$ cat config.mk
export PLATFORM = sky130hd
export DESIGN_NAME = mdu_flat
export DESIGN_NICKNAME = d
export VERILOG_FILES = /design/src/rtl/mdu_if.sv /design/src/rtl/mdu.sv /design/src/flat_wrapper.sv
export SDC_FILE = /design/constraint.sdc
export NUM_CORES = 1
export LEC_CHECK = 0
export CAP_MARGIN = 20
export CORE_MARGIN = 2
export CORE_UTILIZATION = 62
export CTS_CLUSTER_SIZE = 20
export DETAILED_ROUTE_END_ITERATION = 12
export PLACE_DENSITY = 0.83
export SYNTH_ARGS = -nofsm -noshare
export SYNTH_HDL_FRONTEND = slang
export SYNTH_SLANG_ARGS = --single-unit
$ cat constraint.sdc
create_clock -name clk -period 13.4 [get_ports clk]
set_clock_uncertainty 0.05 [all_clocks]
set_input_delay 2.68 -clock clk [delete_from_list [all_inputs] [get_ports clk]]
set_output_delay 2.68 -clock clk [all_outputs]
set_load 0.02 [all_outputs]
$ cat src/rtl/mdu_if.sv
// Handshake and result bus between an MDU requester (master) and the mdu (slave).
interface mdu_if;
    logic        start;
    logic [1:0]  op;
    logic [31:0] A;
    logic [31:0] B;
    logic        busy;
    logic        done;
    logic [31:0] hi;
    logic [31:0] lo;
    logic        div_by_zero;

    modport master (output start, op, A, B,
                    input  busy, done, hi, lo, div_by_zero);
    modport slave  (input  start, op, A, B,
                    output busy, done, hi, lo, div_by_zero);
endinterface

$ cat src/rtl/mdu.sv
// Iterative 32-bit multiply/divide unit: 32 shift-add / restoring shift-subtract steps.
// Define MDU_SIGNED_EN to enable signed MULT/DIV (op[0]); otherwise all ops are unsigned.
module mdu (
    input  logic clk,
    input  logic rst,
    mdu_if.slave bus
);
    typedef enum logic [1:0] {IDLE, RUN, FIX, DONE} state_t;

    state_t      state, next_state;
    logic [4:0]  count;
    logic        is_div;
    logic [31:0] operand_b;
    logic [31:0] upper, lower;
    logic [31:0] hi_r, lo_r;
    logic        dbz;
    logic        accept, zero_div;
    logic [31:0] in_a, in_b;
    logic [31:0] fix_hi, fix_lo;
    logic [32:0] mul_sum, div_shift, div_diff;

    assign accept   = (state == IDLE) && bus.start;
    assign zero_div = bus.op[1] && (bus.B == 32'd0);

`ifdef MDU_SIGNED_EN
    logic        neg_lo, neg_hi;
    logic        in_neg_lo, in_neg_hi;
    logic [63:0] neg_prod;

    // Operate on magnitudes; remainder follows the dividend, quotient/product the xor of signs.
    assign in_a      = (bus.op[0] && bus.A[31]) ? -bus.A : bus.A;
    assign in_b      = (bus.op[0] && bus.B[31]) ? -bus.B : bus.B;
    assign in_neg_lo = bus.op[0] && (bus.A[31] ^ bus.B[31]);
    assign in_neg_hi = bus.op[0] && (bus.op[1] ? bus.A[31] : (bus.A[31] ^ bus.B[31]));
    assign neg_prod  = -{upper, lower};

    always_comb begin
        fix_hi = upper;
        fix_lo = lower;
        if (is_div) begin
            if (neg_hi) fix_hi = -upper;
            if (neg_lo) fix_lo = -lower;
        end else if (neg_lo) begin
            fix_hi = neg_prod[63:32];
            fix_lo = neg_prod[31:0];
        end
    end

    always_ff @(posedge clk or posedge rst) begin
        if (rst) begin
            neg_lo <= 1'b0;
            neg_hi <= 1'b0;
        end else if (accept) begin
            neg_lo <= in_neg_lo;
            neg_hi <= in_neg_hi;
        end
    end
`else
    assign in_a   = bus.A;
    assign in_b   = bus.B;
    assign fix_hi = upper;
    assign fix_lo = lower;
`endif

    // MUL keeps {acc, multiplier} in {upper, lower}; DIV keeps {remainder, dividend/quotient}.
    assign mul_sum   = {1'b0, upper} + {1'b0, (lower[0] ? operand_b : 32'd0)};
    assign div_shift = {upper, lower[31]};
    assign div_diff  = div_shift - {1'b0, operand_b};

    always_ff @(posedge clk or posedge rst) begin
        if (rst) state <= IDLE;
        else     state <= next_state;
    end

    always_comb begin
        next_state = state;
        case (state)
            IDLE: if (accept) next_state = zero_div ? DONE : RUN;
            RUN:  if (count == 5'd31) next_state = FIX;
            FIX:  next_state = DONE;
            DONE: next_state = IDLE;
            default: next_state = IDLE;
        endcase
    end

    always_ff @(posedge clk or posedge rst) begin
        if (rst) begin
            count     <= 5'd0;
            is_div    <= 1'b0;
            operand_b <= 32'd0;
            upper     <= 32'd0;
            lower     <= 32'd0;
            hi_r      <= 32'd0;
            lo_r      <= 32'd0;
            dbz       <= 1'b0;
        end else begin
            case (state)
                IDLE: if (accept) begin
                    is_div    <= bus.op[1];
                    operand_b <= in_b;
                    count     <= 5'd0;
                    if (zero_div) begin
                        hi_r <= bus.A;
                        lo_r <= 32'hFFFF_FFFF;
                        dbz  <= 1'b1;
                    end else begin
                        upper <= 32'd0;
                        lower <= in_a;
                        dbz   <= 1'b0;
                    end
                end
                RUN: begin
                    count <= count + 5'd1;
                    if (!is_div) begin
                        upper <= mul_sum[32:1];
                        lower <= {mul_sum[0], lower[31:1]};
                    end else if (!div_diff[32]) begin
                        upper <= div_diff[31:0];
                        lower <= {lower[30:0], 1'b1};
                    end else begin
                        upper <= div_shift[31:0];
                        lower <= {lower[30:0], 1'b0};
                    end
                end
                FIX: begin
                    hi_r <= fix_hi;
                    lo_r <= fix_lo;
                end
                DONE: dbz <= 1'b0;
                default: ;
            endcase
        end
    end

    assign bus.busy        = (state != IDLE);
    assign bus.done        = (state == DONE);
    assign bus.hi          = hi_r;
    assign bus.lo          = lo_r;
    assign bus.div_by_zero = dbz;
endmodule
$ cat src/flat_wrapper.sv
// flat-port wrapper written by rule: the top's interface ports become plain ports
module mdu_flat 
  (clk, rst, bus_start, bus_op, bus_A, bus_B, bus_busy, bus_done, bus_hi, bus_lo, bus_div_by_zero);
  mdu_if bus_i ();
  input  logic clk;
  input  logic rst;
  input wire logic [$bits(bus_i.start)-1:0] bus_start;
  input wire logic [$bits(bus_i.op)-1:0] bus_op;
  input wire logic [$bits(bus_i.A)-1:0] bus_A;
  input wire logic [$bits(bus_i.B)-1:0] bus_B;
  output wire logic [$bits(bus_i.busy)-1:0] bus_busy;
  output wire logic [$bits(bus_i.done)-1:0] bus_done;
  output wire logic [$bits(bus_i.hi)-1:0] bus_hi;
  output wire logic [$bits(bus_i.lo)-1:0] bus_lo;
  output wire logic [$bits(bus_i.div_by_zero)-1:0] bus_div_by_zero;
  assign bus_i.start = bus_start;
  assign bus_i.op = bus_op;
  assign bus_i.A = bus_A;
  assign bus_i.B = bus_B;
  assign bus_busy = bus_i.busy;
  assign bus_done = bus_i.done;
  assign bus_hi = bus_i.hi;
  assign bus_lo = bus_i.lo;
  assign bus_div_by_zero = bus_i.div_by_zero;
  mdu u_core (.clk(clk), .rst(rst), .bus(bus_i));
endmodule
==> metrics.md, run 1 <==
| Metric | Value |
|---|---|
| ANT cells | 0 |
| CP Data Arrival Time | 6.13 ns |
| GR Overflow Total | 0 |
| Area delta synth->final | 17.5% |
| Worst EP required | 13.65 ns |
| # fillers | 1,360 |
| CTS buffer count | 17 |
| Post-synth EDFFs | 0 |
| Final instance area | 13,600 sq um |
| DR pass1 iterations | 7 |
| Clk_lat worst skew | 0.43 ns |
| RSZ-0062 raised after global routing | false |
| Post_cts resized | 0 |
| Max stage delay on crit path | 0.68 ns |
| GRT Total Usage | a little under a third |
| Dpl cells | 1,636 |
| Global-route wire length before repair | 49.5 mm |
| Net Count, Synth | 1,481 |
| Critical path cell sequence | clkdlybuf4s50_1 -> nor4_1 -> nand4_1 -> or3_1 -> a31oi_4 -> nor2_2 -> nand2_2 -> nor2_1 -> a22o_1 -> a211o_1 |
| Synth Warn # | 0 |
| Htree depth | 4 |
| Status | finished, final reports clean |
| Clk buf depth | 2 |
| Fmax | 0.170 GHz |
| I/O pin count | 136 |
| Total die area | around 20,000 sq um |
| Dpl ws | 7.07 ns |
| # rows | 49 |
| Setup-failing EPs final | 0 |
| DRC errors left | 0 |
| Buf/Inv on CP | 1 |
| Fin Hold WS | 0.456 ns |
| Dpl hpwl | 22.1 mm |
| Post-CTS setup buffers | 0 |
| Share of cells above drive strength 1 | 6.67% |
| Cells after synthesis | 1,340 |
| CTS clk-pin slew, worst paths | 0.07 ns |
| Max-Cap Viols | 0 |
| Worst slew pin tran | a little under 1 ns |
| Synth Flop Type | dfrtp_1 |
| Initial antenna violation count | 0 |
| Final number of hold-violating endpoints | 0 |
| RD Place Congestion | about 0.96 |
| Initial core utilization | 63.9% |
| CP max stage cell | a31oi_4 |
| Peak supply drop | 0.140 mV |
| Vias | 10,400 |
| Start of the worst register-to-register path | u_core.fix_lo[0] |
| Post-route ant nets | 0 |
| Vias/cell | 6.25 |
| Tcrit/Tclk final | a little over two fifths |
| Number of synthesized register bits | roughly 170 |
| Hold buffer count at CTS | 0 |
| Die X-Extent | about 140 microns |
| Largest net degree at the start of global routing | 124 |
| Final Critical Period | about 6 ns |
| HP Start | u_core.operand_b[9] |
| WL/cell | approximately 19 microns |
| CTS Sinks | 169 |
| Clock Tree Root | clkbuf_16 |
| Sequential area share after synthesis | 36.5% |
| Number of global-route vias before repair | 9,548 |
| Fin cells | 1,668 |
| Leading cell type in the layout, fill and taps excluded | nor2_1 |
| Die Ht | 141 microns |
| Syn_area_per_cell | 8.65 sq um |
| Final net count | 1,568 |
| Path category of the worst min-delay check | reg2reg |
| CTS tree | yes |
| Fin. max-slew vios | 0 |
| Post-DP Area | 13,000 sq um |
| Crit path from | bus_B[27] |
| Synthesized cell area | 11,600 sq um |
| CP Launch Type | input pin |
| Setup_tns | 0 ns |
| Crit path max-delay family | simple AND/OR/NAND/NOR gates |
| Critical Path End Type | flop |
| Core Area | about 18,000 sq um |
| Power per cell area | 269 nW/um^2 |
| Total wire length | around 31 mm |
| Unique masters post-synth | 70 |
| CP Class | in2reg |
| Setup WS post-layout | 7.53 ns |
| Crit path max fanout | 25 |
| Ys async rst share | 100% |
| Port bufs | 134 |
| Initial drt markers | 920 |
| Most frequent cells in the layout | nor2_1 (170), dfrtp_1 (168), a21oi_1 (138), clkdlybuf4s50_1 (134), nand2_1 (96) |
| Slew headroom | 33.7% |
| LEAKAGE | 5.96 nW |
## power by group
group          total [mW]  switching, mW  internal [mW]
clock network       0.500          0.221          0.279
logic                2.23           1.32          0.907
registers           0.939          0.210          0.729
## layer usage
metal	global-route usage (%)	vias to the layer above	share of wire [%]
met2	48.1	466	45
met5	0	-	0
li1	-	4954	-
met3	4.79	45	8.2
met1	45.6	4963	45
met4	9.05	0	2.1
## final cells by class
class / instances / area, sq um / area share (%)
multi-input cells: 1014 / 6770 / 49.7
flip-flops and latches: 169 / 4230 / 31.1
repair buffers: 144 / 1440 / 10.6
clock buffers: 17 / 425 / 3.12
inverters: 81 / 309 / 2.27
well taps: 229 / 287 / 2.10
clock inverters: 14 / 159 / 1.17
## path summary, 6_finish.rpt
kind	to	slack (ns)	cells past startpoint
setup reg to reg	u_core.fix_hi[29]	9.43	12
hold reg to reg	u_core.operand_b[9]	0.46	1
hold / removal	u_core.operand_b[9]	0.46	1
setup / recovery	u_core.fix_hi[29]	7.53	10
min in group asynchronous	u_core.bus.lo[4]	2.80	2
max in group asynchronous	u_core.fix_hi[29]	9.11	3
## cell usage after synthesis (all sizes together), types with 3 or more instances
| master | instances | share of area, % |
|---|---|---|
| nand2 | 98 | 3.2 |
| clkbuf | 51 | 1.7 |
| and2 | 5 | 0.27 |
| a21oi | 140 | 6.2 |
| nor3b | 3 | 0.19 |
| nand3 | 18 | 0.78 |
| inv | 80 | 2.6 |
| o211ai | 7 | 0.45 |
| o21bai | 3 | 0.19 |
| nor3 | 12 | 0.56 |
| nor2b | 10 | 0.54 |
| nor4 | 10 | 0.54 |
| a32o | 4 | 0.35 |
| a211oi | 8 | 0.56 |
| a211o | 3 | 0.23 |
| buf | 25 | 1.1 |
| o21a | 7 | 0.45 |
| dfrtp | 169 | 36 |
| o221ai | 9 | 0.68 |
| ha | 70 | 7.6 |
| nor2 | 171 | 5.6 |
| o21ai | 97 | 4.2 |
| or3 | 4 | 0.22 |
| a21o | 17 | 1.1 |
| xnor2 | 31 | 2.4 |
| mux2i | 86 | 7.4 |
| xor2 | 24 | 1.8 |
| mux2 | 33 | 3.2 |
| a22oi | 21 | 1.4 |
| a31oi | 47 | 2.9 |
| nand2b | 18 | 0.97 |
| o22ai | 3 | 0.16 |
| a221o | 5 | 0.43 |
| o41ai | 4 | 0.30 |
| and3 | 7 | 0.38 |
| nand4 | 12 | 0.65 |
## kinds of logic after synthesis
family                   count (synthesis)  synth area share, %
AO/OA/AOI/OAI                          393                 21.0
AND/OR/NAND/NOR                        375                 14.4
flip-flops                             169                 36.5
buffers and inverters                  157                 5.38
multiplexers                           119                 10.6
adder cells (fa/ha/maj)                 72                 7.90
XOR/XNOR                                55                 4.22
## stage by stage
step           utilization (%)  total power [mW]
3_5_place_dp              71.6              3.10
2_1_floorplan                -              2.51
5_1_grt                   75.0              3.92
3_3_place_gp              71.6              3.03
6_report                  75.0              3.67
4_1_cts                   74.9              3.62
## registers in the layout, summed over array words and instances, names as in the netlist
signal                  cells
u_core.fix_lo              32
u_core.fix_hi              32
u_core.bus.div_by_zero      1
u_core.bus.lo              32
u_core.operand_b           32
u_core.state                2
u_core.bus.hi              32
u_core.count                5
u_core.is_div               1
## worst register-to-register path: cells and delay by family (launching register included)
kind | cells | cell delay, ns
buffers and inverters | 1 | 0.74
AOI/OAI and AO/OA | 7 | 1.75
DFF | 1 | 0.43
and+or+nand+nor | 2 | 0.28
muxes | 1 | 0.15
adders and majority gates | 1 | 0.45
No activity file was read; power rests on OpenSTA's default activity.
==> inputs of run 2 (changes only) <==
--- a/config.mk
+++ b/config.mk
@@ -7,10 +7,10 @@
 export LEC_CHECK = 0
 export CAP_MARGIN = 20
 export CORE_MARGIN = 2
-export CORE_UTILIZATION = 62
+export CORE_UTILIZATION = 52
 export CTS_CLUSTER_SIZE = 20
 export DETAILED_ROUTE_END_ITERATION = 12
-export PLACE_DENSITY = 0.83
+export PLACE_DENSITY = 0.74
 export SYNTH_ARGS = -nofsm -noshare
 export SYNTH_HDL_FRONTEND = slang
 export SYNTH_SLANG_ARGS = --single-unit
==> constraint.sdc (replaced) <==
create_clock -name clk -period 5.3 [get_ports clk]
set_clock_uncertainty 0.05 [all_clocks]
set_input_delay 1.06 -clock clk [delete_from_list [all_inputs] [get_ports clk]]
set_output_delay 1.06 -clock clk [all_outputs]
set_load 0.02 [all_outputs]
==> run 2 against run 1 <==
  * Sequential power rose to 2.5 times the previous value
  * Core utilization down 12 points
  * Worst setup slack got worse by 6.2 ns
  * Via count down 3.2%
  * Critical path depth rose by 2
  * Count of clock-buffer cells in the layout grew 1
  * Cell count up 3.5%
  * Combinational power increased to 2.5 times the previous value
  * Register-to-register slack got worse by 8.1 ns
  * Clock power grew to 2.5 times the previous value
==> metrics.md, run 2 (same netlist as run 1, synthesis figures left out) <==
| Metric | Value |
|---|---|
| Share of cells above drive strength 1 | 7.12% (+0.45 points) |
| Busiest grt layer | met1 |
| Htree depth | 4 (unchanged) |
| Total Power | 9.24 mW (+150%) |
| Post-CTS setup buffers | 0 (unchanged) |
| Setup_tns | 0 ns (unchanged) |
| Tcrit/Tclk final | about three quarters |
| Post-route ant nets | 0 (unchanged) |
| ANT cells | 0 (unchanged) |
| CP Launch Type | flop |
| Hold Path Stages | 1 (unchanged) |
| Setup WS post-layout | 1.37 ns (-6.15 ns) |
| Fmax | between 0.2 and 0.3 GHz |
| Total wire length | 30.7 mm (-0.91%) |
| Vias/cell | 5.85 (-6.4%) |
| I/O pin count | 136 (unchanged) |
| Crit path max-delay family | compound AO/OA/AOI/OAI gates |
| Global-route wire length before repair | 49.6 mm (+0.22%) |
| DR pass1 iterations | 8 (+1) |
| Vias | 10,100 (-3.2%) |
| Dpl ws | 1.07 ns (-6.00 ns) |
| Power per cell area | 672 nW/um^2 (+150%) |
| Initial antenna violation count | 0 (unchanged) |
| FF-to-FF setup slack | 1.37 ns (-8.06 ns) |
| DRC errors left | 0 (unchanged) |
| CTS buffer count | 17 (unchanged) |
| Most frequent cells in the layout | nor2_1 (170), dfrtp_1 (168), a21oi_1 (138), clkdlybuf4s50_1 (134), nand2_1 (96) |
| Max-Cap Viols | 0 (unchanged) |
| Status | finished, final reports clean |
| Core Area | 21,800 sq um (+20%) |
| Met3 Track Usage GR | 3.71% (-1.1 points) |
| RSZ-0062 raised after global routing | false |
| Total die area | 23,500 sq um (+19%) |
| CP Data Arrival Time | 4.18 ns (-1.95 ns) |
| Critical Path End Type | flop |
| CTS clk-pin slew, worst paths | 0.07 ns (about the same) |
| Leading cell type in the layout, fill and taps excluded | nor2_1 |
| Dpl hpwl | 22.9 mm (+3.6%) |
| LEAKAGE | 5.99 nW (+0.43%) |
| Area delta synth->final | 18.7% |
| Slew headroom | 32.2% (-1.5 points) |
| Initial drt markers | 720 (-22%) |
| Min-Delay Endpoint | u_core.operand_b[19] |
| Number of global-route vias before repair | 9,300 (-2.6%) |
| Port bufs | 134 (unchanged) |
| CTS Sinks | 169 (unchanged) |
| GR Overflow Total | 0 (unchanged) |
| RD Place Congestion | 0.930 (-3.4%) |
| GRT met1 Usage | 39.8% (-5.8 points) |
| Buf/Inv on CP | 2 (+1) |
| Final net count | 1,574 (+0.38%) |
| Clock Tree Root | clkbuf_16 |
| Reg2Reg Capture Point | u_core.fix_hi[17] |
| WL/cell | 17.8 microns (-4.2%) |
| Fin. max-slew vios | 0 (unchanged) |
| HP Start | u_core.operand_b[19] |
| Initial core utilization | 53.1% (-11 points) |
| R2r worst-path depth | 12 (unchanged) |
| Hold buffer count at CTS | 0 (unchanged) |
| Die Ht | 153 microns (+8.9%) |
| Critical path cell sequence | inv_1 -> ha_1 -> fa_1 -> nand2b_1 -> a21oi_1 -> o211a_1 -> a31o_4 -> a21oi_4 -> xnor2_4 -> buf_4 -> mux2i_1 -> o221ai_1 |
| Start of the worst register-to-register path | u_core.fix_lo[31] |
| Met2 Use GR | 38.6% (-9.5 points) |
| Max stage delay on crit path | 0.47 ns (-0.21 ns) |
| Post_cts resized | 0 (unchanged) |
| Setup-failing EPs final | 0 (unchanged) |
| Path category of the worst min-delay check | reg2reg |
| # rows | 54 (+10%) |
| Worst slew pin tran | 1.02 ns (+0.0230 ns) |
| Peak supply drop | 0.350 mV (+150%) |
| Final Critical Period | around 4 ns |
| CTS tree | yes |
| Largest net degree at the start of global routing | 98 (-21%) |
| Die X-Extent | 153 microns (+8.9%) |
| Crit path max fanout | 27 (+8.0%) |
| Worst EP required | 5.55 ns (-8.10 ns) |
| Final number of hold-violating endpoints | 0 (unchanged) |
| CP max stage cell | xnor2_4 |
| Clk_lat worst skew | 0.44 ns (about the same) |
| Clk buf depth | 2 (unchanged) |
| GRT Total Usage | 26.0% (-5.0 points) |
| CP Class | reg2reg |
## run 2: worst max path at each step
stage | start | to | slack [ns] | depth (start not counted)
final | u_core.fix_lo[31] | u_core.fix_hi[17] | 1.37 | 12
after global routing | u_core.fix_lo[31] | u_core.fix_hi[17] | 1.16 | 12
after CTS | u_core.fix_lo[31] | u_core.fix_hi[17] | 1.44 | 12
after detailed placement | bus_B[27] | u_core.fix_hi[24] | 1.07 | 10
after global placement | bus_B[27] | u_core.fix_hi[24] | 1.08 | 10
after floorplan | rst | u_core.bus.div_by_zero | 2.04 | 1
## run 2: metal layers
layer	vias up	part of all wire, %	wire, microns
li1	4968	-	-
met1	4776	49	15000
met2	321	43	13100
met3	33	6.6	2030
met4	0	1.7	524
met5	-	0	0
## run 2: layout make-up
| type | count | area (sq um) |
|---|---|---|
| Clock buffer | 18 | 439 |
| Clock inverter | 14 | 150 |
| Fill cell | 1907 | 8070 |
| Inverter | 81 | 308 |
| Multi-Input combinational cell | 1014 | 6780 |
| Sequential cell | 169 | 4230 |
| Tap cell | 280 | 350 |
| Timing Repair Buffer | 150 | 1500 |
## run 2: where the power goes
part,switching (mW),internal (mW),total (mW)
clock network,0.590,0.678,1.27
logic,3.30,2.33,5.63
registers,0.503,1.84,2.35
total,4.39,4.85,9.24
## run 2: through the flow
| step | hold WS [ns] | area [sq um] | instances | utilization, % |
|---|---|---|---|---|
| final | 0.456 | 13800 | 1726 | 63.0 |
| after CTS | 0.460 | 13800 | 1726 | 63.0 |
| after detailed placement | 0.444 | 13200 | 1694 | 60.3 |
| after floorplan | 0.422 | 11600 | 1340 | - |
| after global placement | 0.432 | 13200 | 1694 | 60.3 |
| after global routing | 0.471 | 13800 | 1726 | 63.0 |
## run 2: worst register-to-register path, cell delays in order, from the launching register on
cell	delay, ns
dfrtp_1	0.44
inv_1	0.11
ha_1	0.25
fa_1	0.38
nand2b_1	0.20
a21oi_1	0.33
o211a_1	0.29
a31o_4	0.23
a21oi_4	0.09
xnor2_4	0.47
buf_4	0.47
mux2i_1	0.35
o221ai_1	0.14
==> inputs of run 3 (changes only) <==
--- a/config.mk
+++ b/config.mk
@@ -7,10 +7,10 @@
 export LEC_CHECK = 0
 export CAP_MARGIN = 20
 export CORE_MARGIN = 2
-export CORE_UTILIZATION = 52
+export CORE_UTILIZATION = 57
 export CTS_CLUSTER_SIZE = 20
 export DETAILED_ROUTE_END_ITERATION = 12
-export PLACE_DENSITY = 0.74
+export PLACE_DENSITY = 0.77
 export SYNTH_ARGS = -nofsm -noshare
 export SYNTH_HDL_FRONTEND = slang
 export SYNTH_SLANG_ARGS = --single-unit
==> constraint.sdc (replaced) <==
create_clock -name clk -period 4 [get_ports clk]
set_clock_uncertainty 0.05 [all_clocks]
set_input_delay 0.8 -clock clk [delete_from_list [all_inputs] [get_ports clk]]
set_output_delay 0.8 -clock clk [all_outputs]
set_load 0.02 [all_outputs]
==> run 3 against run 2 <==
  * Global-route usage grew 3.5 points
  * Die area fell by 8.5%
  * Routed wire length is 2.4% higher
  * First-iteration DRC count up 7.6%
  * Register-to-register slack got worse by 1.1 ns
  * Total power up 34%
  * Sequential cell count unchanged
  * Sequential share of layout area down 0.16 points
  * Cell count hardly changed
  * Non-clock buffer count grew 11
  * Design area grew 0.53%
  * Critical path type unchanged
  * Largest cell class unchanged
==> metrics.md, run 3 (same netlist as run 1, synthesis figures left out) <==
| Metric | Value |
|---|---|
| Global-route wire length before repair | 50.9 mm (+2.6%) |
| Initial antenna violation count | 0 (unchanged) |
| Crit path max fanout | 18 (-33%) |
| Setup_tns | 0 ns (unchanged) |
| Die X-Extent | 147 microns (-4.4%) |
| Clk buf depth | 2 (unchanged) |
| CTS clk-pin slew, worst paths | 0.07 ns (about the same) |
| Tcrit/Tclk final | 92.7% (+19 points) |
| # fillers | 1,666 (-13%) |
| Number of global-route vias before repair | 9,597 (+3.2%) |
| Peak supply drop | 0.512 mV (+46%) |
| # rows | 52 (-3.7%) |
| Post-DP Area | 13,300 sq um (+0.74%) |
| Share of cells above drive strength 1 | 7.76% (+0.63 points) |
| CP Class | reg2reg |
| Hold buffer count at CTS | 0 (unchanged) |
| Htree depth | 4 (unchanged) |
| Post-CTS setup buffers | 0 (unchanged) |
| Initial core utilization | 57.6% (+4.5 points) |
| Die Ht | 147 microns (-4.4%) |
| RD Place Congestion | 0.946 (+1.7%) |
| Critical Path End Type | flop |
| Fin cells | 1,727 (+0.058%) |
| Dpl cells | 1,695 (+0.059%) |
| Final Critical Period | 3.71 ns (-0.217 ns) |
| Fmax | 0.270 GHz (+5.8%) |
| Clk_lat worst skew | 0.44 ns (about the same) |
| CP Launch Type | flop |
| Power per cell area | 898 nW/um^2 (+34%) |
| Initial drt markers | 775 (+7.6%) |
| LEAKAGE | 6.04 nW (+0.83%) |
| Clock Tree Root | clkbuf_16 |
| DRC errors left | 0 (unchanged) |
| Status | finished, final reports clean |
| Fin. max-slew vios | 0 (unchanged) |
| I/O pin count | 136 (unchanged) |
| Vias | 10,400 (+2.7%) |
| Most frequent cells in the layout | nor2_1 (170), dfrtp_1 (168), a21oi_1 (138), clkdlybuf4s50_1 (134), nand2_1 (96) |
| Core Area | 20,100 sq um (-7.9%) |
| WL/cell | 18.2 microns (+2.4%) |
| GR Overflow Total | 0 (unchanged) |
| Worst EP required | 4.25 ns (-1.30 ns) |
| Slew headroom | 41.3% (+9.1 points) |
| Leading cell type in the layout, fill and taps excluded | nor2_1 |
| Post_cts resized | 0 (unchanged) |
| Area delta synth->final | 19.3% |
| Post-route ant nets | 0 (unchanged) |
| Port bufs | 134 (unchanged) |
| CTS tree | yes |
| DR pass1 iterations | 7 (-1) |
| CP Data Arrival Time | 3.96 ns (-0.22 ns) |
| CTS buffer count | 17 (unchanged) |
| Path category of the worst min-delay check | reg2reg |
| Final number of hold-violating endpoints | 0 (unchanged) |
| Largest net degree at the start of global routing | 170 (+73%) |
| Total wire length | 31.4 mm (+2.4%) |
| RSZ-0062 raised after global routing | false |
| Dpl hpwl | 23.4 mm (+2.1%) |
| Max-Cap Viols | 0 (unchanged) |
| CTS Sinks | 169 (unchanged) |
| Setup-failing EPs final | 0 (unchanged) |
| Final net count | 1,585 (+0.70%) |
| Worst slew pin tran | 0.880 ns (-0.137 ns) |
| GRT Total Usage | 29.5% (+3.5 points) |
| Vias/cell | 6.01 (+2.7%) |
| ANT cells | 0 (unchanged) |
| Total die area | 21,500 sq um (-8.5%) |
| Final instance area | 13,800 sq um (+0.53%) |
[run 3: cell types whose count changed in the layout (fill, tap and decap cells not counted), sizes merged]
cell / delta
buf: +11
inv: -1
bufinv: -1
clkinv: +2
[run 3: layer usage]
layer	up-vias	GRT usage, %	wire, microns
li1	5013	-	-
met1	4880	44.5	14700
met2	435	44.3	13700
met3	45	5.03	2350
met4	0	7.52	603
met5	-	0	0
[run 3: worst paths after layout]
path | from | to | slack [ns] | cells past startpoint
worst min register to register | u_core.operand_b[10] | u_core.operand_b[10] | 0.46 | 1
worst max register to register | u_core.fix_lo[0] | u_core.fix_hi[30] | 0.29 | 12
worst max-delay path | u_core.fix_lo[0] | u_core.fix_hi[30] | 0.29 | 12
min in group asynchronous | rst | u_core.bus.lo[4] | 0.92 | 3
worst min-delay path | u_core.operand_b[10] | u_core.operand_b[10] | 0.46 | 1
max in group asynchronous | rst | u_core.is_div | 2.31 | 3
[run 3: report_power, final]
part / internal (mW) / switching [mW] / leakage [nW] / total [mW]
sequential: 2.44 / 0.718 / 2.00 / 3.16
clock: 0.825 / 0.793 / 0.269 / 1.62
combinational: 3.18 / 4.46 / 3.77 / 7.64
[run 3: area by class of cell]
class | instances | area, sq um | share of cell area, %
flip-flops and latches | 169 | 4230 | 30.6
clock inverters | 14 | 135 | 0.977
inverters | 81 | 308 | 2.23
multi-input cells | 1014 | 6770 | 48.9
repair buffers | 161 | 1620 | 11.7
well taps | 270 | 338 | 2.44
clock buffers | 18 | 429 | 3.10
[run 3: worst max-delay path: stages, from the launching register on]
cell,delay [ns]
dfrtp_1,0.45
inv_1,0.51
nor2_1,0.11
ha_1,0.27
a211oi_1,0.32
o211ai_1,0.24
a31oi_2,0.35
o21ai_1,0.15
a22o_1,0.30
a41o_1,0.29
a31oi_1,0.23
xor2_1,0.17
o221ai_1,0.12
[run 3: per-stage QoR]
step | hold WS (ns) | utilization [%] | setup WS, ns | power [mW]
floorplan | 0.422 | - | 0.992 | 8.40
global placement | 0.430 | 66.0 | 0.289 | 10.5
detailed placement | 0.442 | 66.0 | 0.246 | 10.7
CTS | 0.458 | 68.8 | 0.306 | 12.3
global route | 0.473 | 68.8 | 0.0554 | 13.3
finish | 0.457 | 68.8 | 0.291 | 12.4
